$ cat src/rtl/ahb_arbiter_pkg.sv
// Shared AHB encodings (HTRANS, HBURST, HRESP) and small helpers used by the
// arbiter slice. Other files import these rather than redefining them.
package ahb_arbiter_pkg;

  localparam logic [1:0] TRANS_IDLE   = 2'b00;
  localparam logic [1:0] TRANS_BUSY   = 2'b01;
  localparam logic [1:0] TRANS_NONSEQ = 2'b10;
  localparam logic [1:0] TRANS_SEQ    = 2'b11;

  localparam logic [2:0] HBURST_SINGLE = 3'b000;
  localparam logic [2:0] HBURST_INCR   = 3'b001;
  localparam logic [2:0] HBURST_WRAP4  = 3'b010;
  localparam logic [2:0] HBURST_INCR4  = 3'b011;
  localparam logic [2:0] HBURST_WRAP8  = 3'b100;
  localparam logic [2:0] HBURST_INCR8  = 3'b101;
  localparam logic [2:0] HBURST_WRAP16 = 3'b110;
  localparam logic [2:0] HBURST_INCR16 = 3'b111;

  localparam logic [1:0] HRESP_OKAY  = 2'b00;
  localparam logic [1:0] HRESP_ERROR = 2'b01;
  localparam logic [1:0] HRESP_RETRY = 2'b10;
  localparam logic [1:0] HRESP_SPLIT = 2'b11;

  // Beats remaining after the NONSEQ beat; undefined-length INCR counts as 0.
  function automatic logic [3:0] burst_last_beat(input logic [2:0] hburst);
    logic [3:0] beats;
    beats = 4'd0;
    case (hburst)
      HBURST_SINGLE, HBURST_INCR:   beats = 4'd0;
      HBURST_WRAP4,  HBURST_INCR4:  beats = 4'd3;
      HBURST_WRAP8,  HBURST_INCR8:  beats = 4'd7;
      HBURST_WRAP16, HBURST_INCR16: beats = 4'd15;
      default:                      beats = 4'd0;
    endcase
    return beats;
  endfunction

  function automatic logic [1:0] onehot_to_idx(input logic [2:0] oh);
    logic [1:0] idx;
    idx = 2'd0;
    case (oh)
      3'b010:  idx = 2'd1;
      3'b100:  idx = 2'd2;
      default: idx = 2'd0;
    endcase
    return idx;
  endfunction

endpackage

$ cat src/rtl/ahb_arbiter_rr_pick3.sv
// Three-way round-robin selector: the search starts just after 'last' and wraps.
// Output is one-hot, or all zero when nobody is requesting.
module rr_pick3 (
  input  logic [2:0] req,
  input  logic [1:0] last,
  output logic [2:0] gnt
);

  logic [2:0] rot;
  logic [2:0] pick;

  // Rotate so bit 0 is the highest-priority requester, pick lowest set bit, rotate back.
  always_comb begin
    rot  = req;
    pick = 3'b000;
    gnt  = 3'b000;
    case (last)
      2'd0:    rot = {req[0], req[2], req[1]};
      2'd1:    rot = {req[1], req[0], req[2]};
      default: rot = {req[2], req[1], req[0]};
    endcase
    if (rot[0])      pick = 3'b001;
    else if (rot[1]) pick = 3'b010;
    else if (rot[2]) pick = 3'b100;
    case (last)
      2'd0:    gnt = {pick[1], pick[0], pick[2]};
      2'd1:    gnt = {pick[0], pick[2], pick[1]};
      default: gnt = pick;
    endcase
  end

endmodule

$ cat src/rtl/ahb_arbiter.sv
// Three-master AHB arbiter: registered one-hot grant, round-robin selection,
// burst and lock aware, with HMASTER/HMASTLOCK following grant on HREADY edges.
module ahb_arbiter
  import ahb_arbiter_pkg::*;
#(
  parameter int NUM_MST     = 3,
  parameter int DEFAULT_MST = 0
) (
  input  logic               HCLK,
  input  logic               HRESETn,
  input  logic [NUM_MST-1:0] HBUSREQ,
  input  logic [NUM_MST-1:0] HLOCK,
  input  logic [1:0]         HTRANS,
  input  logic [2:0]         HBURST,
  input  logic               HREADY,
  input  logic [1:0]         HRESP,
  output logic [NUM_MST-1:0] HGRANT,
  output logic [1:0]         HMASTER,
  output logic               HMASTLOCK
);

  localparam logic [1:0]         DEF_IDX = DEFAULT_MST[1:0];
  localparam logic [NUM_MST-1:0] DEF_GNT = 3'b001 << DEFAULT_MST;

  logic [NUM_MST-1:0] grant_q;
  logic [NUM_MST-1:0] rr_gnt;
  logic [NUM_MST-1:0] grant_next;
  logic [1:0]         grant_idx;
  logic [1:0]         rr_last;
  logic [1:0]         hmaster_q;
  logic               mastlock_q;
  logic [3:0]         burst_cnt;
  logic [3:0]         burst_next;
  logic               resp_err;
  logic               lock_hold;
  logic               arbitrate;

  rr_pick3 u_pick (
    .req  (HBUSREQ),
    .last (rr_last),
    .gnt  (rr_gnt)
  );

  assign grant_idx  = onehot_to_idx(grant_q);
  assign lock_hold  = HLOCK[grant_idx];
  assign grant_next = (rr_gnt == '0) ? DEF_GNT : rr_gnt;

  // Arbitrating on the post-edge count lets the final beat hand over with no dead cycle.
  assign arbitrate  = HREADY && (burst_next == 4'd0) && !lock_hold;

  always_comb begin
    resp_err   = 1'b0;
    burst_next = burst_cnt;
    case (HRESP)
      HRESP_ERROR, HRESP_RETRY, HRESP_SPLIT: resp_err = 1'b1;
      HRESP_OKAY:                            resp_err = 1'b0;
      default:                               resp_err = 1'b0;
    endcase
    if (resp_err) begin
      burst_next = 4'd0;
    end else if (HREADY) begin
      case (HTRANS)
        TRANS_IDLE:   burst_next = 4'd0;
        TRANS_BUSY:   burst_next = burst_cnt;
        TRANS_NONSEQ: burst_next = burst_last_beat(HBURST);
        TRANS_SEQ:    burst_next = (burst_cnt == 4'd0) ? 4'd0 : burst_cnt - 4'd1;
        default:      burst_next = burst_cnt;
      endcase
    end
  end

  always_ff @(posedge HCLK or negedge HRESETn) begin
    if (!HRESETn) begin
      grant_q <= DEF_GNT;
      rr_last <= DEF_IDX;
    end else if (arbitrate) begin
      grant_q <= grant_next;
      rr_last <= onehot_to_idx(grant_next);
    end
  end

  // Address-phase ownership only moves when the current transfer completes.
  always_ff @(posedge HCLK or negedge HRESETn) begin
    if (!HRESETn) begin
      hmaster_q  <= DEF_IDX;
      mastlock_q <= 1'b0;
      burst_cnt  <= 4'd0;
    end else begin
      burst_cnt <= burst_next;
      if (HREADY) begin
        hmaster_q  <= grant_idx;
        mastlock_q <= HLOCK[grant_idx];
      end
    end
  end

  assign HGRANT    = grant_q;
  assign HMASTER   = hmaster_q;
  assign HMASTLOCK = mastlock_q;

endmodule
$ cat config.mk
export PLATFORM = sky130hd
export DESIGN_NAME = ahb_arbiter
export DESIGN_NICKNAME = d
export VERILOG_FILES = /design/src/rtl/ahb_arbiter_pkg.sv /design/src/rtl/ahb_arbiter_rr_pick3.sv /design/src/rtl/ahb_arbiter.sv
export SDC_FILE = /design/constraint.sdc
export NUM_CORES = 1
export LEC_CHECK = 0
export BUFFER_PORTS_ARGS = -buffer_cell sky130_fd_sc_hd__buf_2
export CAP_MARGIN = 30
export CORE_MARGIN = 2
export CORE_UTILIZATION = 45
export CTS_CLUSTER_SIZE = 25
export DETAILED_ROUTE_END_ITERATION = 12
export PLACE_DENSITY = 0.71
export SYNTH_ARGS = -nofsm -noshare
export SYNTH_HDL_FRONTEND = slang
export SYNTH_SLANG_ARGS = --single-unit
export TNS_END_PERCENT = 30
$ cat constraint.sdc
create_clock -name HCLK -period 2.6 [get_ports HCLK]
set_input_delay 0.65 -clock HCLK [delete_from_list [all_inputs] [get_ports HCLK]]
set_output_delay 0.65 -clock HCLK [all_outputs]
set_load 0.005 [all_outputs]
==> impl_results.md, run 1 <==
- Antenna violations before repair: 0
- # fillers: 162
- GR Overflow Total: 0
- Slew headroom: 0.761
- LEAKAGE: 0.000452 uW
- Worst setup SP type: register
- Setup bufs post-CTS: 0
- CTS Hold Buffers Added: 0
- Mapped Cells: 77
- First-pass GRT wire length: 2590 um
- Number of enable flip-flop cells after synthesis: 0
- CTS buffer count: 3
- WL per Instance: 13.9 um
- Boundary Pins: 22
- Pwr dens: 778 nW/um2
- Syn_area_per_cell: 10.1 um2
- Worst r2r dst: rr_last[1]
- Die X: 45.6 um
- Yosys warning count: 0
- Max clock buf depth: 2
- CTS tree: built
- Vias per cell: 5.83
- Worst reg2reg path depth: 8
- # DRC: 0
- Initial Util: 0.466
- Setup_tns: 0 ns
- CP endpoint kind: register
- 1st-pass router iterations: 4
- Seq/Total Area, Yosys: 0.387
- RSZ-0062 raised after global routing: no
- Area of the core: 1670 um2
- Highest-count cells in the layout ignoring fill and taps: buf_2 (20), dfrtp_1 (11), nor2_1 (8)
- Number of diodes: 0
- Final ANT Viol Nets: 0
- Post-CTS Resized: 0
- H-tree level count: 1
- Clock Sinks: 12
- Yosys reg bits: 12
- Ys flop type: dfrtp_1
- Clock slew at reported path FFs: 0.08 ns
- Final wirelength: 1630 um
- WP data required: 2.76 ns
- Final setup fails: 0
- Largest net degree at the start of global routing: 13
- Placed Instances: 113
- Flop-to-flop setup slack: 0.46 ns
- Row Count: 15
- Worst-margin pin slew: 0.356 ns
- DIE AREA: 2080 um2
- Clk_skew: 0.00189 ns
- Routed vias: 682
- Max frequency: 468 MHz
- Synth-to-Final Area Change: 18.3%
- Critical path peak fanout: 5
- Chip Height: 45.6 um
- Syn_nets: 94
- Clock tree root buffer cell: clkbuf_4
- Most common cell after layout, fill and taps aside: buf_2
- Final Hold Fails: 0
- Dpl hpwl: 1260 um
- Clock latency on the worst-skew pair: 0.27 ns
- Post-synth ARST share: 1.00
- WS Path Type: register to register
- Outcome: finished, final reports clean
- Netlist cell types: 37
- Ratio of cells with drive above 1 in the final layout: 0.380
- Gr usage total: 0.175
- Reg2reg start: burst_cnt[0]
- Fin crit share: 0.822
- Crit path time final: 2.14 ns
- Hold WC Path Type: input pin to asynchronous set/reset pin
- Max-slew violation count: 0
- Peak supply drop: 0.441 mV
- GP Congestion: 0.882
- Post-Syn Area: 778 um2
- DR iter-0 viols: 13
- Nets@finish: 118
- Fin cells: 117
- Vias in the first global route: 591
- Max cap viols: 0
- Buffers on Ports: 20
- WP data arrival: 2.30 ns
[final cells by class]
cell class | count | area, um2 | share of cell area
Timing Repair Buffer | 21 | 108 | 0.117
Multi-Input combinational cell | 58 | 435 | 0.473
Sequential cell | 12 | 302 | 0.327
Inverter | 5 | 18.8 | 0.0204
Clock buffer | 4 | 36.3 | 0.0394
Tap cell | 17 | 21.3 | 0.0231
[worst max-delay path by stage]
stage                             from         end
after detailed placement     HTRANS[1]  rr_last[1]
after CTS                 burst_cnt[0]  rr_last[1]
final                     burst_cnt[0]  rr_last[1]
after global placement       HTRANS[1]  rr_last[1]
after global routing      burst_cnt[1]  rr_last[1]
after floorplan              HBURST[1]   HGRANT[1]
[cells in the mapped netlist (2+ instances only)]
library cell / instances / area share
nor2_1: 8 / 0.039
or2_2: 2 / 0.016
nand2b_1: 3 / 0.024
mux2_4: 5 / 0.096
and4b_1: 2 / 0.026
nand2_1: 4 / 0.019
o21ai_0: 2 / 0.013
a211oi_1: 2 / 0.019
buf_6: 2 / 0.029
o22ai_1: 2 / 0.016
dfrtp_1: 11 / 0.35
a21oi_1: 3 / 0.019
nor2b_1: 2 / 0.016
inv_1: 5 / 0.024
nor3_1: 2 / 0.013
[per-layer routing]
layer,vias to the layer above,part of all wire,global-route usage
met5,-,0,0
met4,0,0,0.0176
met3,0,0.043,0.0595
met2,17,0.50,0.296
met1,326,0.46,0.222
li1,339,-,-
[cells by family after synthesis]
logic type               share of synthesized area
AO/OA/AOI/OAI                                0.207
adder cells (fa/ha/maj)                     0.0161
buffers and inverters                       0.0531
flip-flops                                   0.387
multiplexers                                0.0965
AND/OR/NAND/NOR                              0.240
[registers in the layout, indices dropped and copies added (netlist names)]
| register | cells |
|---|---|
| HGRANT | 3 |
| HMASTLOCK | 1 |
| rr_last | 2 |
| HMASTER | 2 |
| burst_cnt | 4 |
[critical path, stage by stage (launching register included)]
cell	delay, ns
dfrtp_1	0.41
inv_1	0.07
ha_1	0.22
and4b_1	0.17
o21a_1	0.20
o41ai_1	0.34
nand4bb_1	0.14
buf_4	0.19
mux2_4	0.30
[through the flow]
stage	cell area (um2)	power (uW)	utilization	setup WS, ns	hold slack (ns)
final	921	717	0.551	0.463	0.237
after global placement	885	562	0.530	0.349	0.473
after detailed placement	885	569	0.530	0.334	0.469
after CTS	921	723	0.551	0.471	0.241
after global routing	921	770	0.551	0.328	0.239
after floorplan	778	486	-	0.578	0.354
[power by group]
group	internal, uW	switching [uW]	leakage (uW)
Sequential	248	56.4	0.000154
Clock	85.1	67.3	0.0000210
Combinational	158	102	0.000277
Total	491	226	0.000452
Power figures use the tool's default switching activity.
==> inputs of run 2 (changes only) <==
--- a/config.mk
+++ b/config.mk
@@ -5,13 +5,14 @@
 export SDC_FILE = /design/constraint.sdc
 export NUM_CORES = 1
 export LEC_CHECK = 0
+export ABC_AREA = 1
 export BUFFER_PORTS_ARGS = -buffer_cell sky130_fd_sc_hd__buf_2
 export CAP_MARGIN = 30
 export CORE_MARGIN = 2
 export CORE_UTILIZATION = 45
 export CTS_CLUSTER_SIZE = 25
 export DETAILED_ROUTE_END_ITERATION = 12
-export PLACE_DENSITY = 0.71
+export PLACE_DENSITY = 0.69
 export SYNTH_ARGS = -nofsm -noshare
 export SYNTH_HDL_FRONTEND = slang
 export SYNTH_SLANG_ARGS = --single-unit
==> constraint.sdc (replaced) <==
create_clock -name HCLK -period 2.05 [get_ports HCLK]
set_input_delay 0.5125 -clock HCLK [delete_from_list [all_inputs] [get_ports HCLK]]
set_output_delay 0.5125 -clock HCLK [all_outputs]
set_load 0.005 [all_outputs]
==> run 2 against run 1 <==
Register-to-register slack worse by 0.03 ns. Critical path depth is 4 higher. Clock power about the same. Largest power group is now combinational cells.
==> impl_results.md, run 2 <==
- # fillers: 209 (+29%)
- Yosys reg bits: 12 (unchanged)
- Simple-Gate Fraction of Synth Area: 0.474 (+0.235)
- Final setup fails: 0 (unchanged)
- RSZ-0062 raised after global routing: no
- Clock tree root buffer cell: clkbuf_4
- Max reg flops: 4 (unchanged)
- Mapped Cells: 153 (+99%)
- Post-layout util: 0.556 (+0.00481)
- Max frequency: 618 MHz (+32%)
- Boundary Pins: 22 (unchanged)
- Main combinational cell family by area after synthesis: simple AND/OR/NAND/NOR gates
- Syn_area_per_cell: 6.16 um2 (-39%)
- Clock slew at reported path FFs: 0.07 ns (about the same)
- Initial Util: 0.480 (+0.0143)
- Tot Pwr: 1060 uW (+47%)
- Design Area, Final: 1090 um2 (+18%)
- Netlist cell types: 22 (-41%)
- First-pass GRT wire length: 3280 um (+27%)
- Leading area contributor after synthesis: dfrtp_1
- Critical Path Source: burst_cnt[0]
- Worst setup path end: HGRANT[1]
- Post-Syn Area: 942 um2 (+21%)
- Top reg by flops: burst_cnt
- GP Congestion: 0.839 (-4.9%)
- Most common cell after layout, fill and taps aside: nand2_1
- # DRC: 0 (unchanged)
- Clk_skew: 0.00739 ns (+0.00550 ns)
- Worst setup SP type: register
- Synth Area in Compound Gates: 0.0518 (-0.156)
- DR iter-0 viols: 11 (-2)
- Peak supply drop: 0.698 mV (+58%)
- Gr usage total: 0.172 (-0.00266)
- Clock latency on the worst-skew pair: 0.27 ns (about the same)
- CP endpoint kind: register
- Count leader, synth: nand2_1
- Worst r2r dst: HGRANT[1]
- Highest-count cells in the layout ignoring fill and taps: nand2_1 (51), inv_1 (24), buf_2 (20)
- Post-synth top area share: 0.292 (-0.0615)
- WP data arrival: 1.83 ns (-0.47 ns)
- Setup_tns: 0 ns (unchanged)
- Post-synthesis xor/xnor area fraction: 0.00930 (+0.00930)
- Largest net degree at the start of global routing: 13 (unchanged)
- Area occupied by multi-input gates: 517 um2 (+19%)
- Synth-to-Final Area Change: 15.8%
- WL per Instance: 9.37 um (-33%)
- CTS buffer count: 3 (unchanged)
- Dpl hpwl: 1560 um (+24%)
- Nets@finish: 194 (+64%)
- Max clock buf depth: 2 (unchanged)
- Max-slew violation count: 0 (unchanged)
- GR Overflow Total: 0 (unchanged)
- Hold WC Path Type: input pin to asynchronous set/reset pin
- H-tree level count: 1 (unchanged)
- DP Area: 1060 um2 (+20%)
- CTS tree: built
- Routed vias: 925 (+36%)
- Post-CTS Resized: 0 (unchanged)
- Yosys warning count: 0 (unchanged)
- Post-synth ARST share: 1.00 (unchanged)
- Worst reg2reg path depth: 12 (+4)
- Clock Sinks: 12 (unchanged)
- Ratio of cells with drive above 1 in the final layout: 0.239 (-0.141)
- WP data required: 2.26 ns (-0.50 ns)
- Antenna violations before repair: 0 (unchanged)
- Final Hold Fails: 0 (unchanged)
- Register area: 302 um2 (unchanged)
- Fin crit share: 0.790 (-0.0320)
- Final wirelength: 1900 um (+17%)
- Flop-to-flop setup slack: 0.43 ns (-0.03 ns)
- DIE AREA: 2480 um2 (+19%)
- Die X: 49.8 um (+9.1%)
- Outcome: finished, final reports clean
- Slew headroom: 0.805 (+0.0434)
- Critical path peak fanout: 5 (unchanged)
- Worst hold slack: 0.104 ns (-0.132 ns)
- Number of enable flip-flop cells after synthesis: 0 (unchanged)
- Setup bufs post-CTS: 0 (unchanged)
- Vias per cell: 4.56 (-22%)
- Final ANT Viol Nets: 0 (unchanged)
- Seq/Total Area, Yosys: 0.320 (-0.0674)
- WS Path Type: register to register
- Synth area leaders: dfrtp_1 (29%), nand2_1 (20%), inv_1 (9.6%)
- Vias in the first global route: 804 (+36%)
- Ys flop type: dfrtp_1
- Area of the core: 1960 um2 (+17%)
- Pwr dens: 968 nW/um2 (+24%)
- Buffers on Ports: 20 (unchanged)
- Row Count: 16 (+1)
- Number of diodes: 0 (unchanged)
- Synth Area in Adders: 0.0133 (-0.00280)
- Commonest cells in the netlist: nand2_1 (51), inv_1 (24), nor2_1 (18)
- CTS Hold Buffers Added: 0 (unchanged)
- Reg2reg start: burst_cnt[0]
- Chip Height: 49.8 um (+9.1%)
- 1st-pass router iterations: 4 (unchanged)
- Worst-margin pin slew: 0.293 ns (-0.0629 ns)
- Max cap viols: 0 (unchanged)
- LEAKAGE: 0.000694 uW (+53%)
- Crit path time final: 1.62 ns (-0.517 ns)
- Syn_nets: 170 (+81%)
- Mux contribution to synthesized area: 0 (-0.0965)
## run 2: cell count changes in the layout (fill, tap and decap cells not counted), moves of 3 or more
cell      delta
mux2_4       -5
nand2_2      +4
nand2b_1     -3
nand3_1     +16
inv_2        +5
nand3_2      +3
nor2_1      +10
nand2_1     +47
inv_1       +19
## run 2: logic make-up after synthesis
group / count (synthesis)
AOI/OAI and AO/OA: 9
xor gates and xnor gates: 1
adders and majority gates: 1
buffers and inverters: 31
DFF: 12
and+or+nand+nor: 99
## run 2: per-layer routing
| metal | GRT usage | wire length [um] | up-vias |
|---|---|---|---|
| met5 | 0 | 0 | - |
| met4 | 0.0278 | 0 | 0 |
| met3 | 0.0545 | 64 | 0 |
| met2 | 0.302 | 988 | 9 |
| met1 | 0.208 | 850 | 405 |
| li1 | - | - | 511 |
## run 2: power breakdown
part / leakage, uW / internal (uW) / switching, uW / total [uW]
Combinational: 0.000525 / 206 / 306 / 511
Clock: 0.0000150 / 75.4 / 75.2 / 151
Sequential: 0.000153 / 314 / 80.5 / 394
Total: 0.000694 / 595 / 461 / 1060
## run 2: layout make-up
| class | instances | share of cell area |
|---|---|---|
| well taps | 27 | 0.0310 |
| multi-input cells | 110 | 0.474 |
| flip-flops and latches | 12 | 0.276 |
| inverters | 30 | 0.103 |
| clock buffers | 4 | 0.0241 |
| repair buffers | 20 | 0.0917 |
## run 2: stage by stage
stage	std cells	worst slack, ns
2_1_floorplan	153	0.625
3_3_place_gp	199	0.457
3_5_place_dp	199	0.444
4_1_cts	203	0.423
5_1_grt	203	0.213
6_report	203	0.431
## run 2: critical path, cell delays in order (launching register included)
cell and delay [ns]:
dfrtp_1 0.37, inv_1 0.14, ha_1 0.21, nand2_1 0.10, nand2_1 0.08, nand2_1 0.05, nand3_1 0.06, nand2_1 0.07
nand2_1 0.08, nand2_1 0.08, nor2_4 0.13, nand3_1 0.10, nand2_1 0.08
## run 2: worst min path at each step
stage / startpoint / endpoint / slack (ns)
2_1_floorplan: HRESETn / HGRANT[1] / 0.22
3_3_place_gp: HRESETn / HGRANT[1] / 0.40
3_5_place_dp: HRESETn / HGRANT[1] / 0.41
4_1_cts: HRESETn / burst_cnt[1] / 0.11
5_1_grt: HRESETn / HMASTER[0] / 0.11
6_report: HRESETn / burst_cnt[2] / 0.10
